## config.mk

```make
export PLATFORM = sky130hd
export DESIGN_NAME = block_id_loader
export DESIGN_NICKNAME = d
export VERILOG_FILES = /design/src/rtl/block_id_loader.sv
export SDC_FILE = /design/constraint.sdc
export NUM_CORES = 1
export LEC_CHECK = 0
export CORE_UTILIZATION = 45
export CTS_CLUSTER_SIZE = 10
export DETAILED_ROUTE_END_ITERATION = 10
export HOLD_SLACK_MARGIN = 0.08
export MAX_ROUTING_LAYER = met4
export PLACE_DENSITY = 0.73
export REMOVE_ABC_BUFFERS = 1
export SYNTH_ARGS = -nofsm -noshare
export SYNTH_HDL_FRONTEND = slang
export SYNTH_SLANG_ARGS = --single-unit
```

## constraint.sdc

```tcl
create_clock -name clk -period 1.9 [get_ports clk]
set_input_delay 0.57 -clock clk [delete_from_list [all_inputs] [get_ports clk]]
set_output_delay 0.57 -clock clk [all_outputs]
set_load 0.01 [all_outputs]
```

## src/rtl/block_id_loader.sv

```systemverilog
// Block ID loader: reads the per-block ID bytes from a small synchronous memory,
// validates an optional trailing XOR checksum, publishes the ID as a stable
// register and announces it once as a single-beat streaming word.
module block_id_loader #(
   parameter int unsigned NUM_ID_BYTES = 4,
   parameter int unsigned ADDR_WIDTH   = 5,
   parameter int unsigned BASE_ADDR    = 0,
   parameter int unsigned CHECK_EN     = 1,
   parameter int unsigned READ_LATENCY = 1
) (
   input  logic                      clk,
   input  logic                      reset_n,
   output logic [ADDR_WIDTH-1:0]     mem_address,
   output logic                      mem_chipselect,
   output logic                      mem_clken,
   output logic                      mem_write,
   input  logic [7:0]                mem_readdata,
   input  logic                      reload,
   output logic [8*NUM_ID_BYTES-1:0] block_id,
   output logic                      id_valid,
   output logic                      id_error,
   output logic                      busy,
   output logic [8*NUM_ID_BYTES-1:0] src_data,
   output logic                      src_valid,
   input  logic                      src_ready
);

   localparam int unsigned IdW = 8 * NUM_ID_BYTES;
   // Index of the last memory read: the checksum byte when checking is enabled.
   localparam logic [3:0] LastIdx = 4'(NUM_ID_BYTES + CHECK_EN - 1);
   localparam logic [3:0] NumIdx  = 4'(NUM_ID_BYTES);
   localparam logic [1:0] LatInit = 2'(READ_LATENCY - 1);
   localparam logic [ADDR_WIDTH-1:0] BaseAddr = ADDR_WIDTH'(BASE_ADDR);

   typedef enum logic [2:0] {
      StIdle,
      StRead,
      StWait,
      StAnnounce,
      StDone
   } state_e;

   state_e         state_q, state_d;
   logic [3:0]     idx_q, idx_d;
   logic [1:0]     lat_q, lat_d;
   logic [7:0]     acc_q, acc_d;
   logic [IdW-1:0] shadow_q, shadow_d;
   logic [IdW-1:0] block_id_q, block_id_d;
   logic [IdW-1:0] src_data_q, src_data_d;
   logic           id_valid_q, id_valid_d;
   logic           id_error_q, id_error_d;
   logic           chk_ok;

   // State and datapath registers; reset aborts any load or announce in flight.
   always_ff @(posedge clk or negedge reset_n) begin
      if (!reset_n) begin
         state_q    <= StIdle;
         idx_q      <= '0;
         lat_q      <= '0;
         acc_q      <= '0;
         shadow_q   <= '0;
         block_id_q <= '0;
         src_data_q <= '0;
         id_valid_q <= 1'b0;
         id_error_q <= 1'b0;
      end else begin
         state_q    <= state_d;
         idx_q      <= idx_d;
         lat_q      <= lat_d;
         acc_q      <= acc_d;
         shadow_q   <= shadow_d;
         block_id_q <= block_id_d;
         src_data_q <= src_data_d;
         id_valid_q <= id_valid_d;
         id_error_q <= id_error_d;
      end
   end

   // Next-state logic: byte walk, checksum check, commit and announce handshake.
   always_comb begin
      state_d    = state_q;
      idx_d      = idx_q;
      lat_d      = lat_q;
      acc_d      = acc_q;
      shadow_d   = shadow_q;
      block_id_d = block_id_q;
      src_data_d = src_data_q;
      id_valid_d = id_valid_q;
      id_error_d = id_error_q;
      // Only meaningful on the checksum read; vacuously true with checking off.
      chk_ok     = (CHECK_EN == 0) || (mem_readdata == acc_q);

      case (state_q)
         StIdle: begin
            idx_d   = '0;
            acc_d   = '0;
            state_d = StRead;
         end
         StRead: begin
            lat_d   = LatInit;
            state_d = StWait;
         end
         StWait: begin
            if (lat_q != 2'd0) begin
               lat_d = lat_q - 2'd1;
            end else begin
               if (idx_q < NumIdx) begin
                  for (int unsigned i = 0; i < NUM_ID_BYTES; i++) begin
                     if (idx_q == 4'(i)) begin
                        shadow_d[8*i +: 8] = mem_readdata;
                     end
                  end
                  acc_d = acc_q ^ mem_readdata;
               end
               if (idx_q == LastIdx) begin
                  if (chk_ok) begin
                     // shadow_d already holds the final data byte when checking is off.
                     block_id_d = shadow_d;
                     src_data_d = shadow_d;
                     id_valid_d = 1'b1;
                     id_error_d = 1'b0;
                     state_d    = StAnnounce;
                  end else begin
                     id_valid_d = 1'b0;
                     id_error_d = 1'b1;
                     state_d    = StDone;
                  end
               end else begin
                  idx_d   = idx_q + 4'd1;
                  state_d = StRead;
               end
            end
         end
         StAnnounce: begin
            if (src_ready) begin
               state_d = StDone;
            end
         end
         StDone: begin
            if (reload) begin
               id_valid_d = 1'b0;
               id_error_d = 1'b0;
               idx_d      = '0;
               acc_d      = '0;
               state_d    = StRead;
            end
         end
         default: state_d = StIdle;
      endcase
   end

   // Outputs decoded from state and registers; memory is only touched while reading.
   always_comb begin
      mem_address    = BaseAddr + ADDR_WIDTH'(idx_q);
      mem_chipselect = (state_q == StRead) || (state_q == StWait);
      mem_clken      = mem_chipselect;
      mem_write      = 1'b0;
      busy           = (state_q == StRead) || (state_q == StWait) || (state_q == StAnnounce);
      src_valid      = (state_q == StAnnounce);
      block_id       = block_id_q;
      src_data       = src_data_q;
      id_valid       = id_valid_q;
      id_error       = id_error_q;
   end

endmodule

```

# --- Yosys cells after proc, flatten, opt, wreduce, memory -nomap -nowiden ---
# Index checks and enable logic that the tools add are counted.
totals:
  in_bits: 12
  regBits: 83
  output_inout_bits: 76
  word_cells: 74
op_classes:
  n_reduce_logical: 15
  muxes: 30
  n_lt_le_gt_ge: 1
  n_eq_ne: 16
  add_sub_neg: 2
  bitwise: 2
op_table:
  columns: ["operator", "n"]
  rows:
  - ["8-bit two-way mux", 7]
  - ["32-bit two-way mux", 1]
  - ["8-bit one-hot mux with 3 select lines", 1]
  - ["4-bit AND reduction", 4]
  - ["3-bit two-way mux", 5]
  - ["3-bit one-hot mux with 5 select lines", 1]
  - ["4-bit two-way mux", 3]
  - ["2-bit != test (second input constant)", 6]
  - ["4-bit one-hot mux with 3 select lines", 1]
  - ["4-bit by 2-bit == test with 1-bit output (second input constant)", 2]
  - ["8-bit == test", 1]
  - ["8-bit XOR", 1]
  - ["1-bit two-way mux", 7]
  - ["3-bit by 2-bit == test with 1-bit output (second input constant)", 2]
  - ["2-bit nonzero test", 3]
  - ["4-bit by 1-bit adder with 4-bit output (second input constant)", 1]
  - ["4-bit by 1-bit == test with 1-bit output (second input constant)", 1]
  - ["4-bit by 3-bit == test with 1-bit output (second input constant)", 1]
  - ["4-bit logical NOT", 1]
  - ["4-bit by 3-bit less-than comparator with 1-bit output (second input constant)", 1]
  - ["1-bit one-hot mux with 2 select lines", 2]
  - ["2-bit one-hot mux with 2 select lines", 1]
  - ["2-bit AND reduction", 2]
  - ["3-bit by 1-bit == test with 1-bit output (second input constant)", 1]
  - ["9 further kinds", 10]

# --- Depth between registers and ports, before layout ---
# Gate-level depths: netlist of the first run.
depth:
  depth_word: 5
  ltp_mapped: 8
  mapped_depth_nobuf: 6

# --- Least setup slack after synthesis of the first run ---
# No wires, ideal clock.
synth_path:
  kind: "input -> register"
  startpoint: "input mem_readdata[6]"
  endpoint: "register src_data_q[10], in the netlist src_data[10]"
  path_slack_ns: -0.145
  setup_time_ns: 0.125
  arrival_time_ns: 1.920
  path_buffers: 2
  required_ns: 1.775
  stages: 6
  path_cell_list: "xor2_1 nor4_1 and4_4 buf_12 buf_12 mux2_4"
synth_between:
  elab_chain_cells: 2
synth_lines:
  columns: ["element", "line", "text"]
  rows:
  - ["start, declared", "17", "input logic [7:0] mem_readdata,"]
  - ["8-bit == test", "91", "chk_ok = (CHECK_EN == 0) || (mem_readdata == acc_q);"]
  - ["4-bit AND reduction (no line)", null, null]
  - ["end signal, assigned", "73", "src_data_q <= src_data_d;"]
  - ["end, declared", "49", "logic [IdW-1:0] src_data_q, src_data_d;"]
# Every way passes these cells.
# A chain may end at the register's enable or synchronous reset.

# --- Final worst setup path of the first run ---
layout_path:
  startpoint: "register state_q[1]"
  endpoint: "register src_data_q[11], in the netlist src_data[11]"
layout_between:
  elab_chain_cells: 2
layout_lines:
  columns: ["element", "line", "text"]
  rows:
  - ["start, declared", "43", "state_e state_q, state_d;"]
  - ["start signal, assigned", "57", "state_q <= StIdle;"]
  - ["start signal, assigned", "67", "state_q <= state_d;"]
  - ["3-bit by 2-bit == test with 1-bit output", "93", "case (state_q)"]
  - ["4-bit AND reduction (no line)", null, null]
# Every way passes these cells.

==> impl_metrics.tcl, run 1 <==
set metrics [dict create \
    status "complete, but fails checks" \
    violations "negative setup slack" \
    postRouteWirelength_um 10240 \
    multi_input_area_mm2 0.002013 \
    cts-root-buf "clkbuf_8" \
    drt_iter0_markers 157 \
    io_pins 88 \
    portBuffers 85 \
    clk_latency_ns 0.36 \
    path_class "flip-flop to flip-flop" \
    num_vias 3056 \
    drive_gt1_frac 0.4267 \
    grt_max_degree 40 \
    cp-end-kind "flip-flop" \
    vias_per_cell 5.153 \
    path_delay_family "simple AND/OR/NAND/NOR gates" \
    finalCriticalPeriod_ns 1.932 \
    worstPathRequired_ns 2.14 \
    final_nets 477 \
    die_w_um 101.6 \
    syn-cell-area_mm2 0.004461 \
    setup_violations 34 \
    htreeDepth 3 \
    crit_chain "or3b_4 > nor2_8 > and4_4 > buf_12 > mux2_4" \
    synthCells 360 \
    internal-power_uw 4110 \
    finClkSkew_ns 0.006099 \
    start_util 0.4738 \
    rows 35 \
    fin_total_pwr_uw 6109 \
    grt_pass1_vias 3223 \
    clock_power_share 0.201 \
    core-area_mm2 0.009415 \
    final_antenna_net_count 0 \
    seqCellArea_mm2 0.002079 \
    cellPowerDensity_mw_per_mm2 1038 \
    period_share 1.017 \
    setup_slack_ns -0.03203 \
    synthDistinctLibCells 43 \
    antenna_found_initial 0 \
    slew_headroom 0.6359 \
    wl_per_cell_um 17.27 \
    fillers 732 \
    rsz0062_at_grt "yes" \
    dp_worst_setup_slack_ns -0.6913 \
    gp_congestion 0.8480 \
    grt_pass1_wl_um 16420 \
    die_h_um 101.6 \
    seqPwrFrac 0.404 \
    max_freq_mhz 517.6 \
    num_antenna_cells 0 \
    min_path_type "flip-flop to flip-flop" \
    combPwrFrac 0.395 \
    route.detailed.drc 0 \
    firstDrtPassIters 4 \
    ys_seq_elements 83 \
    max_stage_delay_ns 0.45 \
    cp_max_fo 10 \
    worst_ep_arrival_time_ns 2.18 \
    worstMarginPinSlew_ns 0.5428 \
    ir_drop_mv 0.4705 \
    p_sw_uw 2000 \
    cp_slowest_cell "dfrtp_1" \
    hold_viol 0 \
    cts.sinks 83 \
    place_inst 565 \
    dp_hpwl_um 6935 \
    cts_tree "built" \
    synth.avg_cell_area_um2 12.39 \
    yosysWarningCount 0 \
    clkTransAtPathRegs_ns 0.08 \
    clock_path_buffers 2 \
    maxCapViolations 0 \
    power_leakage_uw 0.003061 \
    drv_slew 0 \
    cts_buffers 9 \
    dieArea_mm2 0.01031 \
    synth-seq-area-share 0.4656 \
    area_growth_pct 31.98 \
    cp-start-kind "flip-flop" \
    gr-total-overflow 0 \
    swShare 0.3273 \
    r2r_slack_ns -0.03 \
    track_usage 0.2201 \
    fin_cells 593 \
    critPathBufInv 1 \
]
==> flip-flops by register name, summed over array words and instances, names as in the netlist <==
signal,flops
state_q,3
lat_q,2
shadow_q,32
idx_q,4
id_error,1
acc_q,8
id_valid,1
src_data,32
==> metrics by stage <==
step	utilization	hold WS (ns)	setup TNS, ns	cell area [um^2]
2_1_floorplan	-	0.2744	-14.88	4031
3_3_place_gp	0.5803	0.3864	-25.31	5464
3_5_place_dp	0.5803	0.3867	-27.00	5464
4_1_cts	0.6152	0.5098	-1.379	5792
5_1_grt	0.6252	0.5235	-2.001	5887
6_report	0.6252	0.4968	-0.7139	5887
==> kinds of logic (layout without fill, tap and decap cells) <==
| logic type | count (synthesis) | in the layout | share of synthesized area |
|---|---|---|---|
| and+or+nand+nor | 64 | 64 | 0.07854 |
| xor gates and xnor gates | 9 | 9 | 0.01767 |
| adders and majority gates | 5 | 5 | 0.01403 |
| other | 1 | 2 | 0.0008407 |
| muxes | 99 | 99 | 0.2726 |
| AOI/OAI and AO/OA | 34 | 34 | 0.04769 |
| buffers and inverters | 65 | 168 | 0.1029 |
| DFF | 83 | 83 | 0.4656 |
==> power groups by stage <==
stage / logic [uW] / registers [uW] / clock network, uW
floorplan: 1300 / 2470 / 0
global placement: 2220 / 2440 / 0
detailed placement: 2310 / 2470 / 0
CTS: 2330 / 2440 / 1250
global route: 2620 / 2510 / 1330
finish: 2410 / 2470 / 1230
==> final cells by class <==
cell class                      instances  area share
Inverter                                7    0.004463
Sequential cell                        83      0.3532
Clock buffer                           10     0.02168
Tap cell                              129     0.02742
Clock inverter                          5    0.009352
Timing Repair Buffer                  146      0.2419
Multi-Input combinational cell        213      0.3420
==> routing by layer <==
metal,routed length [um],GRT usage
met2,5033,0.3503
met1,4641,0.2846
met3,336,0.02692
met5,0,-
met4,229,0.09142
==> path summary, 6_finish.rpt <==
kind	cells after the start	startpoint	to
min	1	id_valid	id_valid
min reg2reg	1	id_valid	id_valid
min in group asynchronous	2	reset_n	shadow_q[1]
max	5	state_q[1]	src_data[11]
max reg2reg	5	state_q[1]	src_data[11]
max in group asynchronous	3	reset_n	src_data[17]
==> timing repair <==
item | in CTS | in global routing
gates cloned | 2 | 0
pin swaps | 5 | 8
buffers inserted | 8 | 5
setup endpoints to repair | 57 | 75
gates resized for setup | 39 | 52
hold buffers | 1 | 0
hold endpoints to repair | 3 | 0
==> synthesized netlist by cell type <==
master,n,area share
ha_1,5,0.014
a22o_1,2,0.0039
and3b_1,1,0.0020
mux2i_1,3,0.0067
or3b_1,1,0.0020
a31o_2,1,0.0020
mux2_2,68,0.17
buf_1,2,0.0017
nand2b_1,6,0.0084
o311ai_0,1,0.0020
nor4_1,3,0.0042
o31ai_1,2,0.0034
or4_1,2,0.0034
xor2_1,8,0.016
conb_1,1,0.00084
nor2_1,13,0.011
o21ai_0,20,0.022
and3_1,1,0.0014
nor2b_1,2,0.0028
and2_1,3,0.0042
nor2_8,1,0.0045
mux2_4,28,0.094
nor3b_1,1,0.0017
dfrtp_1,83,0.47
and4_4,1,0.0025
clkbuf_1,12,0.010
nor4b_1,1,0.0020
o32ai_1,1,0.0020
a21o_1,2,0.0034
buf_4,35,0.059
nor3b_2,1,0.0028
o41ai_1,1,0.0020
inv_1,7,0.0059
nor3_1,1,0.0011
xnor2_1,1,0.0020
nand3_1,7,0.0079
buf_6,2,0.0050
nand3b_1,1,0.0017
buf_2,3,0.0034
a21oi_1,2,0.0022
buf_12,4,0.018
a32o_1,2,0.0045
nand2_1,18,0.015
==> placed cells by master, fill, tap and decap left out, types with 3 or more instances in the layout <==
cell	synthesis	routed
mux2i_1	3	3
mux2_2	68	64
o21ai_0	20	20
buf_4	35	50
buf_6	2	4
nand2b_1	6	6
clkdlybuf4s50_1	0	45
dfrtp_1	83	81
buf_12	4	5
clkbuf_2	0	3
clkdlybuf4s15_1	0	3
mux2_4	28	32
nor2_1	13	10
nor2_2	0	3
dlygate4sd2_1	0	8
ha_1	5	3
and2_1	3	3
nand3_1	7	5
clkbuf_8	0	9
nand2_1	18	18
inv_1	7	6
xor2_1	8	7
dlymetal6s2s_1	0	23
No activity file was read; power rests on OpenSTA's default activity.
==> run 2: changes to the inputs <==
==> config.mk (replaced) <==
export PLATFORM = sky130hd
export DESIGN_NAME = block_id_loader
export DESIGN_NICKNAME = d
export VERILOG_FILES = /design/src/rtl/block_id_loader.sv
export SDC_FILE = /design/constraint.sdc
export NUM_CORES = 1
export LEC_CHECK = 0
export CELL_PAD_IN_SITES_DETAIL_PLACEMENT = 0
export CELL_PAD_IN_SITES_GLOBAL_PLACEMENT = 1
export CORE_UTILIZATION = 38
export CTS_CLUSTER_SIZE = 10
export DETAILED_ROUTE_END_ITERATION = 10
export HOLD_SLACK_MARGIN = 0.08
export MAX_ROUTING_LAYER = met4
export PLACE_DENSITY = 0.76
export SYNTH_ARGS = -nofsm -noshare
export SYNTH_HDL_FRONTEND = slang
export SYNTH_SLANG_ARGS = --single-unit
==> run 2 against run 1 <==
The flow still finishes with violations (negative setup slack). Final area up 0.45%. Power up 5.6%. Worst hold slack worse by 0.34 ns. Die area up 18%. Wire length down 4.1%. Sequential share of layout area down 0.18 points. Clock skew up 0.0016 ns. Combinational power down 2%. Core utilization down 11 points. Clock power up 33%. Sequential power about the same.
==> impl_metrics.tcl, run 2 (synthesis gave the netlist of run 1 again) <==
set metrics [dict create \
    postCtsHoldBufs 0 \
    r2r_start "idx_q[0]" \
    grt_max_degree 39 \
    num_vias 3017 \
    core-area_mm2 0.01142 \
    htreeDepth 3 \
    violations "negative setup slack" \
    dp_worst_setup_slack_ns -0.6899 \
    final_nets 473 \
    drv_slew 0 \
    antenna_found_initial 0 \
    final_antenna_net_count 0 \
    path_class "flip-flop to flip-flop" \
    fin_total_pwr_uw 6454 \
    cp_max_fo 8 \
    worstPathRequired_ns 2.12 \
    maxCapViolations 0 \
    rsz0062_at_grt "yes" \
    drt_iter0_markers 87 \
    grt_pass1_wl_um 15800 \
    start_util 0.3906 \
    grt_pass1_vias 3150 \
    tns_ns -0.4010 \
    finalCriticalPeriod_ns 1.935 \
    finClkSkew_ns 0.007736 \
    gp_congestion 0.9022 \
    wl_per_cell_um 16.26 \
    ir_drop_mv 0.4402 \
    drive_gt1_frac 0.4317 \
    io_pins 88 \
    reg2reg_depth 7 \
    setup_slack_ns -0.03460 \
    cts_buffers 9 \
    portBuffers 85 \
    max_freq_mhz 516.9 \
    min_path_type "input port to asynchronous set/reset pin" \
    worst_ep_arrival_time_ns 2.16 \
    crit_chain "inv_1 > ha_2 > nand3b_1 > nor2_8 > and4_4 > buf_8 > mux2_4" \
    track_usage 0.1796 \
    status "complete, but fails checks" \
    gr-total-overflow 0 \
    cellPowerDensity_mw_per_mm2 1091 \
    firstDrtPassIters 4 \
    timing.rr.end "src_data[8]" \
    final_common_cell "dfrtp_1" \
    route.detailed.drc 0 \
    cp-start-kind "flip-flop" \
    hold_viol 0 \
    cts-root-buf "clkbuf_16" \
    max_stage_delay_ns 0.37 \
    period_share 1.018 \
    power_leakage_uw 0.002698 \
    vias_per_cell 4.995 \
    rows 39 \
    r2r_slack_ns -0.03 \
    final_cell_mix "82 x dfrtp_1, 65 x clkdlybuf4s50_1, 64 x mux2_2, 48 x buf_4, 32 x mux2_4" \
    cp_slowest_cell "dfrtp_1" \
    cts.sinks 83 \
    clock_path_buffers 2 \
    postRouteWirelength_um 9820 \
    clk_latency_ns 0.33 \
    num_antenna_cells 0 \
    die_w_um 110.3 \
    clkTransAtPathRegs_ns 0.07 \
    setup_violations 23 \
    area_growth_pct 32.57 \
    fillers 1041 \
    cts_tree "built" \
    dieArea_mm2 0.01218 \
    dp_hpwl_um 6680 \
    cp-end-kind "flip-flop" \
    die_h_um 110.3 \
]
-- run 2: cell count changes in the layout (fill, tap and decap cells not counted), moves of 9 or more --
cell             change
clkbuf_16            +9
clkdlybuf4s50_1     +20
clkbuf_8             -9
dlymetal6s2s_1      -20
-- run 2: power by group --
group / switching [uW] / internal (uW)
clock network: 735 / 897
logic: 1070 / 1300
registers: 250 / 2200
total: 2060 / 4400
-- run 2: worst max-delay path: cells and delay by family, from the launching register on --
family / cells / cell delay, ns
buf+inv: 2 / 0.26
mux: 1 / 0.31
simple gates: 3 / 0.68
fa+ha+maj: 1 / 0.20
flops: 1 / 0.37
-- run 2: through the flow --
stage	hold WS (ns)	util	instance area [um^2]	std cells
2_1_floorplan	0.2744	-	4478	361
6_report	0.1586	0.5179	5913	604
5_1_grt	0.1806	0.5179	5913	604
3_5_place_dp	0.4741	0.4803	5484	576
3_3_place_gp	0.4661	0.4803	5484	576
4_1_cts	0.1652	0.5199	5937	604
-- run 2: layout make-up --
type                       instances  area [um^2]  share of cell area
sequential                        83         2078              0.3515
multi-input combinational        213         2006              0.3392
tap                              143        178.9             0.03026
inverter                           7        26.28            0.004444
clock buffer                      10        229.0             0.03872
timing repair buffer             142         1346              0.2277
clock inverter                     6        48.80            0.008252
-- run 2: what timing repair did --
action                     CTS  global route
gates resized for setup     45            24
gates cloned                 3             0
setup endpoints to repair   50            63
pin swaps                    5             8
buffers inserted             9             3
-- run 2: how the worst max path moves through the flow --
stage	startpoint	to	slack, ns	cells past startpoint
after global routing	idx_q[0]	src_data[8]	-0.09	7
after floorplan	mem_readdata[6]	src_data[10]	-0.08	6
after detailed placement	mem_readdata[7]	src_data[2]	-0.69	6
after global placement	mem_readdata[7]	src_data[2]	-0.68	6
final	idx_q[0]	src_data[8]	-0.03	7
after CTS	state_q[1]	src_data[8]	-0.09	6
-- run 2: routing by layer --
| metal | share of wire | routed length (um) | GRT usage |
|---|---|---|---|
| met2 | 0.49 | 4820 | 0.2853 |
| met3 | 0.028 | 275 | 0.02352 |
| met5 | 0 | 0 | - |
| met4 | 0.024 | 240 | 0.07801 |
| met1 | 0.46 | 4483 | 0.2306 |
==> edit 1 (settings of run 1) <==
Set the parameter `CHECK_EN` to 0 (it was 1).
--- a/src/rtl/block_id_loader.sv
+++ b/src/rtl/block_id_loader.sv
@@ -6,5 +6,5 @@
    parameter int unsigned ADDR_WIDTH   = 5,
    parameter int unsigned BASE_ADDR    = 0,
-   parameter int unsigned CHECK_EN     = 1,
+   parameter int unsigned CHECK_EN     = 0,
    parameter int unsigned READ_LATENCY = 1
 ) (
Check against the original RTL: not equivalent (a bounded check fails within 10 cycles, from zero or initial values and one cycle with reset_n low).
==> edit 1 against run 1 <==
  * Setup slack better by 0.047 ns
  * Largest cell class unchanged
  * Count of clock-buffer cells in the layout unchanged
  * Sequential cell count down 17
  * Synthesized cell count down 29%
  * Wire length down 30%
  * Total power up 17%
  * Cell area down 23%
  * Area after synthesis down 24%
==> edit 1: results (changes against run 1) <==
GRT
  • First-pass GRT wire length: 11400 um (was 16400 um)
  • Total GRT Usage: 20.0% (was 22.0%)
  • Largest net degree at the start of global routing: 67 (was 40)
  • Global routing met2 resource utilization: 30.1% (was 35.0%)
  • Antenna violations before repair: 0 (unchanged)
  • Met1 usage: 26.7% (was 28.5%)
  • Met3 GRT Util: 2.71% (was 2.69%)

Power
  • Lkg Pwr: 2.14 nW (was 3.06 nW)
  • VDD IR max: 0.676 mV (was 0.470 mV)
  • Sw Ratio: 34.4% (was 32.7%)

Drt
  • DR pass1 iterations: 4 (unchanged)
  • Via count: 2249 (was 3056)
  • Routed vias/inst: 5.17 (was 5.15)
  • Initial drt markers: 138 (was 157)
  • DR WL/cell: 16.5 um (was 17.3 um)

Yosys
  • Fraction of registers with async set/reset: 100% (unchanged)
  • Largest cells by area after synthesis: dfrtp_1, mux2_2, buf_4 (was dfrtp_1, mux2_2, mux2_4)
  • Sequential area share after synthesis: 49.0% (was 46.6%)
  • Syn Area/Cell: 13.2 um^2 (was 12.4 um^2)
  • Top cells by count, synth: dfrtp_1, mux2_2, buf_4 (unchanged)
  • Ys Warns: 0 (unchanged)
  • Netlist cell types: 35 (was 43)

Placed design
  • Final RePlAce weighted congestion: 0.758 (was 0.848)
  • Placed insts: 411 (was 565)
  • Dpl cell area: 4180 um^2 (was 5460 um^2)
  • Hpwl dp: 4610 um (was 6940 um)
  • IO Port Bufs: 84 (was 85)

Critical path
  • Setup crit end: src_data[22] (was src_data[11])
  • Max Fanout on Critical Path: 3 (was 10)
  • Worst R2R Start: idx_q[0] (was state_q[1])
  • Max stage delay on crit path: 0.56 ns (was 0.45 ns)
  • Reg-to-Reg End: src_data[28] (was src_data[11])
  • Crit path arrival time: 1.31 ns (was 2.18 ns)
  • Reg2reg setup slack: 0.08 ns (was -0.03 ns)
  • CP max stage cell: clkdlybuf4s50_1 (was dfrtp_1)
  • Crit path max-delay family: buffers and inverters (was simple AND/OR/NAND/NOR gates)
  • Worst r2r path cells: 6 (was 5)
  • Worst setup startpoint: src_data[22] (was state_q[1])

Layout
  • # fillers: 566 (was 732)
  • Share of cells above drive strength 1: 41.1% (was 42.7%)
  • NumNets Final: 348 (was 477)
  • Max reg flops: 32
  • ANT cells: 0 (unchanged)

Timing
  • Final Skew: 0.00686 ns (was 0.00610 ns)
  • Final hold slack: 0.231 ns (was 0.497 ns)

CTS
  • Skew-Pair Late Insertion Delay: 0.34 ns (was 0.36 ns)
  • Root buffer cell: clkbuf_8 (unchanged)
  • H-tree Lvls: 3 (unchanged)

Run status
  • Status: complete, no violations (was finished, violations left)

Min path
  • Worst hold path class: in2async (was reg2reg)
[edit 1: what timing repair did]
item                       in CTS  in global routing
resized for setup              16                 27
cloned                          0                  1
setup endpoints to repair       9                 63
buffers inserted                7                  2
pin swaps                       1                  2
[edit 1: worst min-delay path by stage]
stage | startpoint | to | slack [ns] | cells past startpoint
detailed placement | shadow_q[4] | shadow_q[4] | 0.49 | 1
CTS | reset_n | src_data[15] | 0.24 | 2
floorplan | reset_n | id_valid | 0.27 | 0
finish | reset_n | shadow_q[15] | 0.23 | 2
global placement | shadow_q[12] | shadow_q[12] | 0.48 | 1
global route | reset_n | shadow_q[15] | 0.26 | 2
[edit 1: through the flow]
step	total power, mW	setup TNS [ns]	setup slack (ns)
after floorplan	4.04	-16.56	-0.389
after global placement	5.75	0	0.0958
after detailed placement	5.85	0	0.0548
after CTS	7.03	-2.25	-0.103
after global routing	7.57	0	0.00199
final	7.13	0	0.0150
[edit 1: cell families (layout without fill, tap and decap cells)]
group	Yosys count	after routing	synth area share, %
mux	79	79	27.7
buf+inv	55	133	11.5
fa+ha+maj	5	5	1.86
simple gates	27	27	5.05
xor+xnor	1	1	0.260
other cells	1	3	0.111
flops	66	66	49.0
compound gates	22	22	4.53
[edit 1: power groups by stage]
stage          registers [mW]  clock network, mW  logic [mW]
2_1_floorplan            2.60                  0        1.44
3_3_place_gp             2.40                  0        3.35
3_5_place_dp             2.43                  0        3.42
4_1_cts                  2.34               1.10        3.59
5_1_grt                  2.43               1.17        3.97
6_report                 2.35               1.08        3.70
[edit 1: cell type report]
class	count	area (um^2)	share of cell area [%]
timing repair buffer	111	1120	24.8
clock inverter	6	42.5	0.941
multi-input combinational	137	1410	31.3
sequential	66	1660	36.6
tap	99	124	2.74
inverter	6	25.0	0.553
clock buffer	10	138	3.04
[edit 1: metal layers]
layer,up-vias,part of all wire [%]
met5,-,0
met4,0,2.2
met3,16,4.0
met2,74,49
met1,1141,45
li1,1018,-
==> edit 2 (settings of run 1) <==
Made on the original files. Reset style: synchronous (`reset_n`), changed in one clocked block.
--- a/src/rtl/block_id_loader.sv
+++ b/src/rtl/block_id_loader.sv
@@ -53,5 +53,5 @@
 
    // State and datapath registers; reset aborts any load or announce in flight.
-   always_ff @(posedge clk or negedge reset_n) begin
+   always_ff @(posedge clk) begin
       if (!reset_n) begin
          state_q    <= StIdle;
Behaviour: differs if reset_n is asserted again (counterexample within 4 cycles, from zero or initial values and one cycle with reset_n low); with reset_n held inactive, the same outputs for 10 cycles.
==> edit 2 against run 1 <==
  * Sequential cell count is the same
  * Cell area down 4.9%
  * Clock skew rose by 0.0027 ns
  * Cell count up 22%
  * Setup slack better by 0.070 ns
  * Area after synthesis fell by 2.3%
  * Wire length shrank 0.32%
Power is not compared: it rests on default switching activity, and its combinational part moved more than twofold at a synthesized area within 25%.
==> edit 2: results (changes against run 1) <==
Layout
  • Share of cells above drive strength 1: 19.9% (was 42.7%)
  • Multi-input gate area: 2270 um^2 (was 2010 um^2)
  • # fillers: 835 (was 732)
  • NumNets Final: 604 (was 477)

Placed design
  • Dpl cell area: 5330 um^2 (was 5460 um^2)
  • Pre-CTS WS: -0.505 ns (was -0.691 ns)
  • Placed insts: 702 (was 565)
  • Final RePlAce weighted congestion: 0.902 (was 0.848)
  • Hpwl dp: 7220 um (was 6940 um)

Drt
  • Total wire length: 10200 um (about the same)
  • DR WL/cell: 14.2 um (was 17.3 um)
  • Routed vias/inst: 5.23 (was 5.15)
  • Initial drt markers: 250 (was 157)

Floorplan
  • Chip Width: 100 um (was 102 um)

CTS
  • Skew-Pair Late Insertion Delay: 0.37 ns
  • Post_cts resized: 17 (was 39)
  • H-tree Lvls: 3 (unchanged)
  • Post-CTS setup buffer count: 0 (was 8)
  • Worst-path clk slew: around 0.090 ns

Yosys
  • Post-Syn Instances: 519 (was 360)
  • Sequential area share after synthesis: 38.1% (was 46.6%)
  • Top cells by count, synth: nand2_1, dfxtp_1, a21oi_1 (was dfrtp_1, mux2_2, buf_4)
  • Fraction of registers with async set/reset: 0% (was 100%)
  • Predominant post-synthesis flop cell: dfxtp_1 (was dfrtp_1)
  • Largest cells by area after synthesis: dfxtp_1, nand2_1, mux2_2 (was dfrtp_1, mux2_2, mux2_4)
  • Netlist cell types: 44 (was 43)

Timing
  • Final hold slack: 0.455 ns (was 0.497 ns)
  • Slew HR: 47.7% (was 63.6%)
  • Final worst path period need: 1.86 ns (was 1.93 ns)
  • Final Skew: 0.00880 ns (was 0.00610 ns)

Min path
  • Hold EP: shadow_q[28] (was id_valid)
  • Hold path startpoint: shadow_q[28] (was id_valid)
  • Hold Path Cell Cnt: 2 (was 1)

Critical path
  • Worst r2r path cells: 6 (was 5)
  • Reg-to-Reg End: idx_q[3] (was src_data[11])
  • Reg2reg setup slack: 0.08 ns (was -0.03 ns)
  • Crit path max-delay family: buffers and inverters (was simple AND/OR/NAND/NOR gates)
  • Setup crit end: src_data[1] (was src_data[11])
  • Crit path arrival time: 1.29 ns (was 2.18 ns)
  • Worst R2R Start: lat_q[1] (was state_q[1])
  • Max stage delay on crit path: 0.56 ns (was 0.45 ns)
  • Worst setup startpoint: src_data[1] (was state_q[1])
  • Max Fanout on Critical Path: 3 (was 10)
  • CP max stage cell: clkdlybuf4s50_1 (was dfrtp_1)

Run status
  • Status: complete, no violations (was finished, violations left)

GRT
  • Via count of the first global-routing pass: 3491 (was 3223)
  • First-pass GRT wire length: 16700 um (was 16400 um)
  • Largest net degree at the start of global routing: 46 (was 40)
  • Total GRT Usage: 21.4% (was 22.0%)
edit 2: logic make-up after synthesis:
| group | share of synthesized area [%] |
|---|---|
| AOI/OAI and AO/OA | 10.9 |
| xor gates and xnor gates | 1.81 |
| adders and majority gates | 1.44 |
| buffers and inverters | 11.1 |
| DFF | 38.1 |
| muxes | 16.1 |
| other | 0.0861 |
| and+or+nand+nor | 20.5 |
edit 2: routing by layer:
layer	vias to the layer above	GRT usage (%)	wire length, um
met1	1783	27.1	4590
met3	14	3.55	574
li1	1868	-	-
met5	-	-	0
met4	0	9.14	184
met2	104	33.9	4860
edit 2: power by group:
group          switching (mW)  internal, mW  leakage, nW
Clock                   0.704         0.489       0.0771
Sequential             0.0333          1.78        0.672
Combinational           0.374         0.309         1.69
Total                    1.11          2.58         2.44
edit 2: final cells by class:
type,instances,area share (%)
Sequential cell,83,29.8
Clock buffer,10,2.28
Clock inverter,6,0.894
Timing Repair Buffer,133,23.1
Inverter,7,0.469
Tap cell,129,2.88
Multi-Input combinational cell,353,40.5
